### src/rtl/spec_path_history_if.sv
// Predict / resolve / retire / flush bundle for the speculative path-history register.
// The predictor front end is the master; the history block is the slave.
interface spec_path_history_if #(
  parameter int HIST_W     = 12,
  parameter int CKPT_DEPTH = 8,
  parameter int TAG_W      = $clog2(CKPT_DEPTH)
);
  logic              pred_valid;
  logic              pred_taken;
  logic              pred_ready;
  logic [TAG_W-1:0]  pred_tag;
  logic              resolve_valid;
  logic [TAG_W-1:0]  resolve_tag;
  logic              resolve_mispredict;
  logic              resolve_taken;
  logic              retire_valid;
  logic              flush;
  logic [HIST_W-1:0] hist;
  logic [HIST_W-1:0] commit_hist;
  logic [TAG_W:0]    occupancy;

  modport master (
    output pred_valid, pred_taken, resolve_valid, resolve_tag, resolve_mispredict,
           resolve_taken, retire_valid, flush,
    input  pred_ready, pred_tag, hist, commit_hist, occupancy
  );

  modport slave (
    input  pred_valid, pred_taken, resolve_valid, resolve_tag, resolve_mispredict,
           resolve_taken, retire_valid, flush,
    output pred_ready, pred_tag, hist, commit_hist, occupancy
  );
endinterface

### src/rtl/spec_path_history.sv
// Speculative path-history register with one checkpoint per in-flight branch,
// single-cycle mispredict repair and an in-order committed history.
module spec_path_history #(
  parameter int HIST_W     = 12,
  parameter int CKPT_DEPTH = 8,
  parameter int TAG_W      = $clog2(CKPT_DEPTH)
) (
  input  logic               clock,
  input  logic               reset,
  spec_path_history_if.slave bus
);

  localparam logic [TAG_W:0] FULL = (TAG_W+1)'(CKPT_DEPTH);

  logic [HIST_W-1:0]     r_hist;
  logic [HIST_W-1:0]     r_commit_hist;
  logic [TAG_W-1:0]      r_head;
  logic [TAG_W-1:0]      r_tail;
  logic [TAG_W:0]        r_occ;
  logic [CKPT_DEPTH-1:0] r_live;
  logic [CKPT_DEPTH-1:0] r_resolved;
  logic [CKPT_DEPTH-1:0] r_outcome;
  logic [HIST_W-1:0]     r_ckpt_hist [CKPT_DEPTH];

  logic                  w_mis_req;
  logic                  w_ready;
  logic                  w_acc;
  logic                  w_res_ok;
  logic                  w_mis;
  logic                  w_ret;
  logic [TAG_W-1:0]      w_mis_dist;
  logic [TAG_W:0]        w_occ_mis;
  logic [CKPT_DEPTH-1:0] w_younger;

  function automatic logic [HIST_W-1:0] shift_in(input logic [HIST_W-1:0] h, input logic b);
    return {b, h[HIST_W-1:1]};
  endfunction

  // Any mispredict request blocks accept, even one that targets a dead tag.
  assign w_mis_req = bus.resolve_valid & bus.resolve_mispredict;
  assign w_ready   = (r_occ != FULL) & ~bus.flush & ~w_mis_req;
  assign w_acc     = bus.pred_valid & w_ready;
  assign w_res_ok  = bus.resolve_valid & r_live[bus.resolve_tag] &
                     ~r_resolved[bus.resolve_tag] & ~bus.flush;
  assign w_mis     = w_res_ok & bus.resolve_mispredict;
  assign w_ret     = bus.retire_valid & r_live[r_head] & r_resolved[r_head] & ~bus.flush;

  // Age is distance from head, so wrap-around needs no special casing.
  assign w_mis_dist = bus.resolve_tag - r_head;
  assign w_occ_mis  = {1'b0, w_mis_dist} + (TAG_W+1)'(1) - (TAG_W+1)'(w_ret);

  always_comb begin
    w_younger = '0;
    for (int i = 0; i < CKPT_DEPTH; i++) begin
      w_younger[i] = (TAG_W'(i) - r_head) > w_mis_dist;
    end
  end

  always_ff @(posedge clock) begin
    if (reset) begin
      r_hist        <= '0;
      r_commit_hist <= '0;
      r_head        <= '0;
      r_tail        <= '0;
      r_occ         <= '0;
      r_live        <= '0;
      r_resolved    <= '0;
    end else if (bus.flush) begin
      r_hist <= r_commit_hist;
      r_head <= '0;
      r_tail <= '0;
      r_occ  <= '0;
      r_live <= '0;
    end else begin
      if (w_mis) begin
        r_hist <= shift_in(r_ckpt_hist[bus.resolve_tag], bus.resolve_taken);
        r_tail <= bus.resolve_tag + TAG_W'(1);
        r_occ  <= w_occ_mis;
      end else begin
        if (w_acc) begin
          r_hist <= shift_in(r_hist, bus.pred_taken);
          r_tail <= r_tail + TAG_W'(1);
        end
        r_occ <= r_occ + (TAG_W+1)'(w_acc) - (TAG_W+1)'(w_ret);
      end

      if (w_ret) begin
        r_commit_hist <= shift_in(r_commit_hist, r_outcome[r_head]);
        r_head        <= r_head + TAG_W'(1);
      end

      for (int i = 0; i < CKPT_DEPTH; i++) begin
        if (w_acc && (r_tail == TAG_W'(i))) begin
          r_live[i]     <= 1'b1;
          r_resolved[i] <= 1'b0;
        end
        if (w_res_ok && (bus.resolve_tag == TAG_W'(i))) begin
          r_resolved[i] <= 1'b1;
        end
        if ((w_mis && w_younger[i]) || (w_ret && (r_head == TAG_W'(i)))) begin
          r_live[i] <= 1'b0;
        end
      end
    end
  end

  // Checkpoint payload is only meaningful while its slot is live, so it carries no reset.
  always_ff @(posedge clock) begin
    if (!reset) begin
      if (w_acc) begin
        r_ckpt_hist[r_tail] <= r_hist;
        r_outcome[r_tail]   <= bus.pred_taken;
      end
      if (w_mis) begin
        r_outcome[bus.resolve_tag] <= bus.resolve_taken;
      end
    end
  end

  assign bus.pred_ready  = w_ready;
  assign bus.pred_tag    = r_tail;
  assign bus.hist        = r_hist;
  assign bus.commit_hist = r_commit_hist;
  assign bus.occupancy   = r_occ;

endmodule

### src/flat_wrapper.sv
// flat-port wrapper written by rule: the top's interface ports become plain ports
module spec_path_history_flat 
#(
  parameter int HIST_W     = 12,
  parameter int CKPT_DEPTH = 8,
  parameter int TAG_W      = $clog2(CKPT_DEPTH)
)
  (clock, reset, bus_pred_valid, bus_pred_taken, bus_resolve_valid, bus_resolve_tag, bus_resolve_mispredict, bus_resolve_taken, bus_retire_valid, bus_flush, bus_pred_ready, bus_pred_tag, bus_hist, bus_commit_hist, bus_occupancy);
  spec_path_history_if #(.HIST_W(HIST_W), .CKPT_DEPTH(CKPT_DEPTH), .TAG_W(TAG_W)) bus_i ();
  input  logic clock;
  input  logic reset;
  input wire logic [$bits(bus_i.pred_valid)-1:0] bus_pred_valid;
  input wire logic [$bits(bus_i.pred_taken)-1:0] bus_pred_taken;
  input wire logic [$bits(bus_i.resolve_valid)-1:0] bus_resolve_valid;
  input wire logic [$bits(bus_i.resolve_tag)-1:0] bus_resolve_tag;
  input wire logic [$bits(bus_i.resolve_mispredict)-1:0] bus_resolve_mispredict;
  input wire logic [$bits(bus_i.resolve_taken)-1:0] bus_resolve_taken;
  input wire logic [$bits(bus_i.retire_valid)-1:0] bus_retire_valid;
  input wire logic [$bits(bus_i.flush)-1:0] bus_flush;
  output wire logic [$bits(bus_i.pred_ready)-1:0] bus_pred_ready;
  output wire logic [$bits(bus_i.pred_tag)-1:0] bus_pred_tag;
  output wire logic [$bits(bus_i.hist)-1:0] bus_hist;
  output wire logic [$bits(bus_i.commit_hist)-1:0] bus_commit_hist;
  output wire logic [$bits(bus_i.occupancy)-1:0] bus_occupancy;
  assign bus_i.pred_valid = bus_pred_valid;
  assign bus_i.pred_taken = bus_pred_taken;
  assign bus_i.resolve_valid = bus_resolve_valid;
  assign bus_i.resolve_tag = bus_resolve_tag;
  assign bus_i.resolve_mispredict = bus_resolve_mispredict;
  assign bus_i.resolve_taken = bus_resolve_taken;
  assign bus_i.retire_valid = bus_retire_valid;
  assign bus_i.flush = bus_flush;
  assign bus_pred_ready = bus_i.pred_ready;
  assign bus_pred_tag = bus_i.pred_tag;
  assign bus_hist = bus_i.hist;
  assign bus_commit_hist = bus_i.commit_hist;
  assign bus_occupancy = bus_i.occupancy;
  spec_path_history #(.HIST_W(HIST_W), .CKPT_DEPTH(CKPT_DEPTH), .TAG_W(TAG_W)) u_core (.clock(clock), .reset(reset), .bus(bus_i));
endmodule
### config.mk
export PLATFORM = sky130hd
export DESIGN_NAME = spec_path_history_flat
export DESIGN_NICKNAME = d
export VERILOG_FILES = /design/src/rtl/spec_path_history_if.sv /design/src/rtl/spec_path_history.sv /design/src/flat_wrapper.sv
export SDC_FILE = /design/constraint.sdc
export NUM_CORES = 1
export LEC_CHECK = 0
export BUFFER_PORTS_ARGS = -buffer_cell sky130_fd_sc_hd__buf_2
export CAP_MARGIN = 5
export CORE_ASPECT_RATIO = 0.7
export CORE_MARGIN = 4
export CORE_UTILIZATION = 55
export DETAILED_ROUTE_END_ITERATION = 10
export GPL_ROUTABILITY_DRIVEN = 0
export GPL_TIMING_DRIVEN = 0
export PLACE_DENSITY_LB_ADDON = 0.3
export SETUP_SLACK_MARGIN = 0.5
export SKIP_LAST_GASP = 1
export SLEW_MARGIN = 20
export SYNTH_ARGS = -nofsm -noshare
export SYNTH_HDL_FRONTEND = slang
export SYNTH_SLANG_ARGS = --single-unit
export TNS_END_PERCENT = 20
### constraint.sdc
create_clock -name clock -period 2.95 [get_ports clock]
set_clock_uncertainty 0.05 [all_clocks]
set_input_delay 0.59 -clock clock [delete_from_list [all_inputs] [get_ports clock]]
set_output_delay 0.59 -clock clock [all_outputs]
set_load 0.03 [all_outputs]
==> results by group <==
Finish
  – Area of combinational cells with multiple inputs: 3020 µm²
  – Growth of design area from synthesis to finish: 23.6%
  – Nets@finish: 674
  – Proportion of layout cells with a drive suffix above 1: 32.4%
  – Sequential standard cell area: 3900 µm²
  – ANT cells: 0
  – Number of filler instances in the final layout: 791

Worst hold path
  – Source of the worst hold timing path: u_core.r_live[6]
  – Type of the worst min-delay path: reg2reg
  – Min-Delay Endpoint: u_core.r_live[6]
  – Count of cells along the worst hold path: 2

Worst setup path
  – RR Startpoint: u_core.r_head[1]
  – Reg2Reg Depth: 14
  – Start point of the critical path: u_core.r_head[1]
  – Type of the worst setup path: reg2reg
  – Arrival time reported for the critical path endpoint: 2970 ps
  – Endpoint class of the critical path: register
  – Slack of the worst reg-to-reg path: 280 ps
  – Worst-path fanout max: 2
  – CP Data Required Time: 3250 ps
  – Startpoint types: register
  – Reg-to-Reg End: u_core.bus.occupancy[2]

Route
  – Number of DRC violations after detailed-routing iteration 0: 578
  – Via count of the routed design: 5111
  – Antenna violation net count after detailed routing: 0
  – Highest Signal Layer: met4
  – Met3 Routed Length: 1.91 mm
  – Remaining routing DRC violations: 0
  – Routed wire length: 18.9 mm
  – Met1 layer wirelength in the final routing: 8.00 mm
  – Average vias per placed instance: 6.34
  – Number of detailed-routing iterations run before antenna repair: 6
  – DR WL met2: 8.48 mm
  – Post-DR wirelength/cell: 23.4 µm

Clocking
  – Total number of H-tree levels: 4
  – Clock Latency Late Sink: 420 ps
  – Clock transition at path regs: 60 ps
  – TritonCTS Buffers: 17
  – CTS Root Buffer Type: sky130_fd_sc_hd__clkbuf_16
  – Max Root-Sink Buffers: 2
  – TritonCTS clock tree: yes
  – CTS sink cnt: 146
  – # hold bufs at CTS: 0

Synthesis
  – Register bit total from synthesis: 146
  – Number of unique standard cell types used by synthesis: 50
  – Synth Cell Area: 6850 µm²
  – Fraction of the yosys area taken by sequential cells: 56.7%
  – Syn Area/Cell: 12.4 µm²
  – Post-synthesis share of cell area spent on full adders, half adders and majority gates: 5.26%
  – Dominant combinational cell family by area after synthesis: multiplexers
  – Number of warnings reported in the yosys synthesis log: 0
  – Post-synthesis async set-or-reset flop share: 0%
  – Simple-Gate Fraction of Synth Area: 9.72%
  – Synthesized net count: 592
  – Synthesized netlist cell count: 554
  – Xor and xnor fraction of the mapped netlist area: 1.02%
  – Compound-gate portion of the synthesized area: 11.0%
  – Share of cell area taken by muxes after synthesis: 12.7%
  – Post-synth top flop: sky130_fd_sc_hd__edfxtp_1
  – Number of enable-type register cells in the synthesized netlist: 96

Placement
  – # port buffers: 39
  – Half-perimeter wire length after placement: 12.8 mm
  – Setup slack at placement: -436 ps

Power and ir drop
  – Maximum vdd ir drop: 451 µV
  – Clock network fraction of total power: 46.1%
  – Total power density per cell area: 558 nW/µm²
  – NetSw: 1.08 mW
  – Post-layout total power: 4.73 mW
  – Power Internal: 3.65 mW
  – Net switching share of the total power: 22.9%
  – Part of the power in combinational logic: 6.6%
  – Leakage dissipation: 3.07 nW
  – Relative contribution of sequential cells to total power: 47.3%

STA
  – Max Freq: 0.374 GHz
  – Pins over their slew limit: 0
  – Final hold viol count: 0
  – Tcrit/Tclk final: 90.6%
  – RSZ-0062 raised after global routing: true
  – Total negative slack: 0 ps
  – Count of endpoints failing setup in the final report: 0
  – Minimum setup slack in the final design: 278 ps
  – Worst-Margin Slew: 991 ps
  – Shortest period the worst path allows: 2670 ps
  – Worst slew margin relative to its limit: 33.9%
  – Worst Hold Slack: 427 ps

Floorplan
  – Starting density of the core: 57.4%
  – Std cell rows: 33
  – Die Span X: 141 µm
  – Total Die Area: 14300 µm²
  – Height of the die: 101 µm
  – Placeable core region: 11900 µm²
  – Number of ports placed on the die boundary: 44

Global route
  – Pin count of the biggest net entering global routing: 18
  – Number of antenna violations at the first check in global routing: 0
  – Overall global routing resource usage: 27.3%
  – First-pass GRT wire length: 28.8 mm
  – Overall overflow remaining after global route: 0
  – Via count of the first global-routing pass: 5061

Run
  – Reported max-cap violation count: 0

Outcome
  – Status: complete, no violations
## cell type report
cell class                 instances  area share (%)
clock buffer                      18            5.07
timing repair buffer              63            4.80
buffer                            34            2.42
clock inverter                    14            1.92
inverter                          29            1.83
sequential                       146            46.0
multi-input combinational        345            35.6
tap                              157            2.32
## worst max-delay path, cell delays in order (launching register included)
cell,delay [ps]
sky130_fd_sc_hd__dfxtp_4,360
sky130_fd_sc_hd__inv_8,50
sky130_fd_sc_hd__mux4_2,520
sky130_fd_sc_hd__a21oi_2,190
sky130_fd_sc_hd__nand2_2,90
sky130_fd_sc_hd__inv_2,80
sky130_fd_sc_hd__clkbuf_16,140
sky130_fd_sc_hd__ha_4,200
sky130_fd_sc_hd__inv_4,60
sky130_fd_sc_hd__ha_4,130
sky130_fd_sc_hd__inv_2,30
sky130_fd_sc_hd__fa_2,340
sky130_fd_sc_hd__xnor2_2,170
sky130_fd_sc_hd__nand2_1,60
sky130_fd_sc_hd__a21oi_1,110
## cell usage in the layout, fill, tap and decap left out, types with 5 or more instances in the layout
master / netlist / routed
sky130_fd_sc_hd__dfxtp_2: 0 / 5
sky130_fd_sc_hd__ha_1: 24 / 15
sky130_fd_sc_hd__nor2_1: 31 / 22
sky130_fd_sc_hd__buf_2: 10 / 44
sky130_fd_sc_hd__nand3_1: 6 / 6
sky130_fd_sc_hd__clkbuf_1: 22 / 18
sky130_fd_sc_hd__mux2_2: 7 / 6
sky130_fd_sc_hd__clkbuf_16: 0 / 18
sky130_fd_sc_hd__o21ai_0: 24 / 23
sky130_fd_sc_hd__dfxtp_1: 50 / 43
sky130_fd_sc_hd__inv_1: 27 / 19
sky130_fd_sc_hd__a32o_1: 12 / 12
sky130_fd_sc_hd__ha_4: 0 / 8
sky130_fd_sc_hd__nand2_1: 58 / 56
sky130_fd_sc_hd__nor2_4: 0 / 6
sky130_fd_sc_hd__mux4_2: 28 / 28
sky130_fd_sc_hd__nor2b_1: 6 / 6
sky130_fd_sc_hd__a21oi_1: 48 / 40
sky130_fd_sc_hd__mux2i_1: 16 / 16
sky130_fd_sc_hd__a22oi_1: 8 / 8
sky130_fd_sc_hd__edfxtp_1: 96 / 96
sky130_fd_sc_hd__a21oi_2: 0 / 8
sky130_fd_sc_hd__buf_4: 0 / 22
sky130_fd_sc_hd__nor3_1: 7 / 6
sky130_fd_sc_hd__nand2b_1: 18 / 17
## registers in the layout, indices dropped and copies added, names as in the netlist
| register | count |
|---|---|
| u_core.bus.pred_tag | 3 |
| u_core.r_ckpt_hist | 88 |
| u_core.r_resolved | 8 |
| u_core.bus.commit_hist | 12 |
| u_core.r_live | 8 |
| u_core.r_outcome | 8 |
| u_core.bus.hist | 12 |
| u_core.bus.occupancy | 4 |
| u_core.r_head | 3 |
## per-stage QoR
step / utilization [%] / cell area [µm²] / cells
finish: 71.0 / 8470 / 806
global route: 71.0 / 8470 / 806
CTS: 69.9 / 8340 / 800
detailed placement: 62.5 / 7460 / 750
global placement: 62.4 / 7440 / 750
floorplan: - / 7050 / 554
## worst max path at each step
stage / end / cells after the start
4_1_cts: u_core.bus.occupancy[2] / 15
5_1_grt: u_core.bus.occupancy[2] / 14
3_5_place_dp: u_core.r_ckpt_hist[2][2] / 6
6_report: u_core.bus.occupancy[2] / 14
2_1_floorplan: u_core.bus.pred_tag[2] / 12
3_3_place_gp: u_core.r_ckpt_hist[2][4] / 6
## repair_timing
item | CTS | global route
pin swaps | 15 | 14
setup buffers | 18 | 6
gates resized for setup | 35 | 21
endpoints found under the setup margin | 91 | 71
## power groups by stage
stage | Combinational (mW) | Clock [mW] | Sequential, mW
finish | 0.310 | 2.18 | 2.24
global route | 0.332 | 2.28 | 2.24
CTS | 0.298 | 2.19 | 2.24
detailed placement | 0.287 | 0 | 2.28
global placement | 0.277 | 0 | 2.28
floorplan | 0.181 | 0 | 2.29
## synth_stat cells (all sizes together), types with 16 or more instances
cell type / number / area share [%]
clkbuf: 22 / 1.2
nand2: 58 / 3.2
inv: 28 / 1.5
dfxtp: 50 / 15
ha: 24 / 4.4
edfxtp: 96 / 42
nor2: 31 / 1.7
mux4: 28 / 9.2
nand2b: 18 / 1.6
mux2i: 16 / 2.3
o21ai: 24 / 1.8
a21oi: 49 / 3.7
## logic make-up after synthesis
group           Yosys count
fa+ha+maj                28
buf+inv                  63
mux                      51
flops                   146
compound gates          117
simple gates            141
xor+xnor                  8
## per-layer routing
metal  up-vias  track usage (%)
met5         -                0
met4         0             8.85
met3        49             8.87
met2       288             41.4
met1      2542             37.8
li1       2232                -
Power figures use the tool's default switching activity.
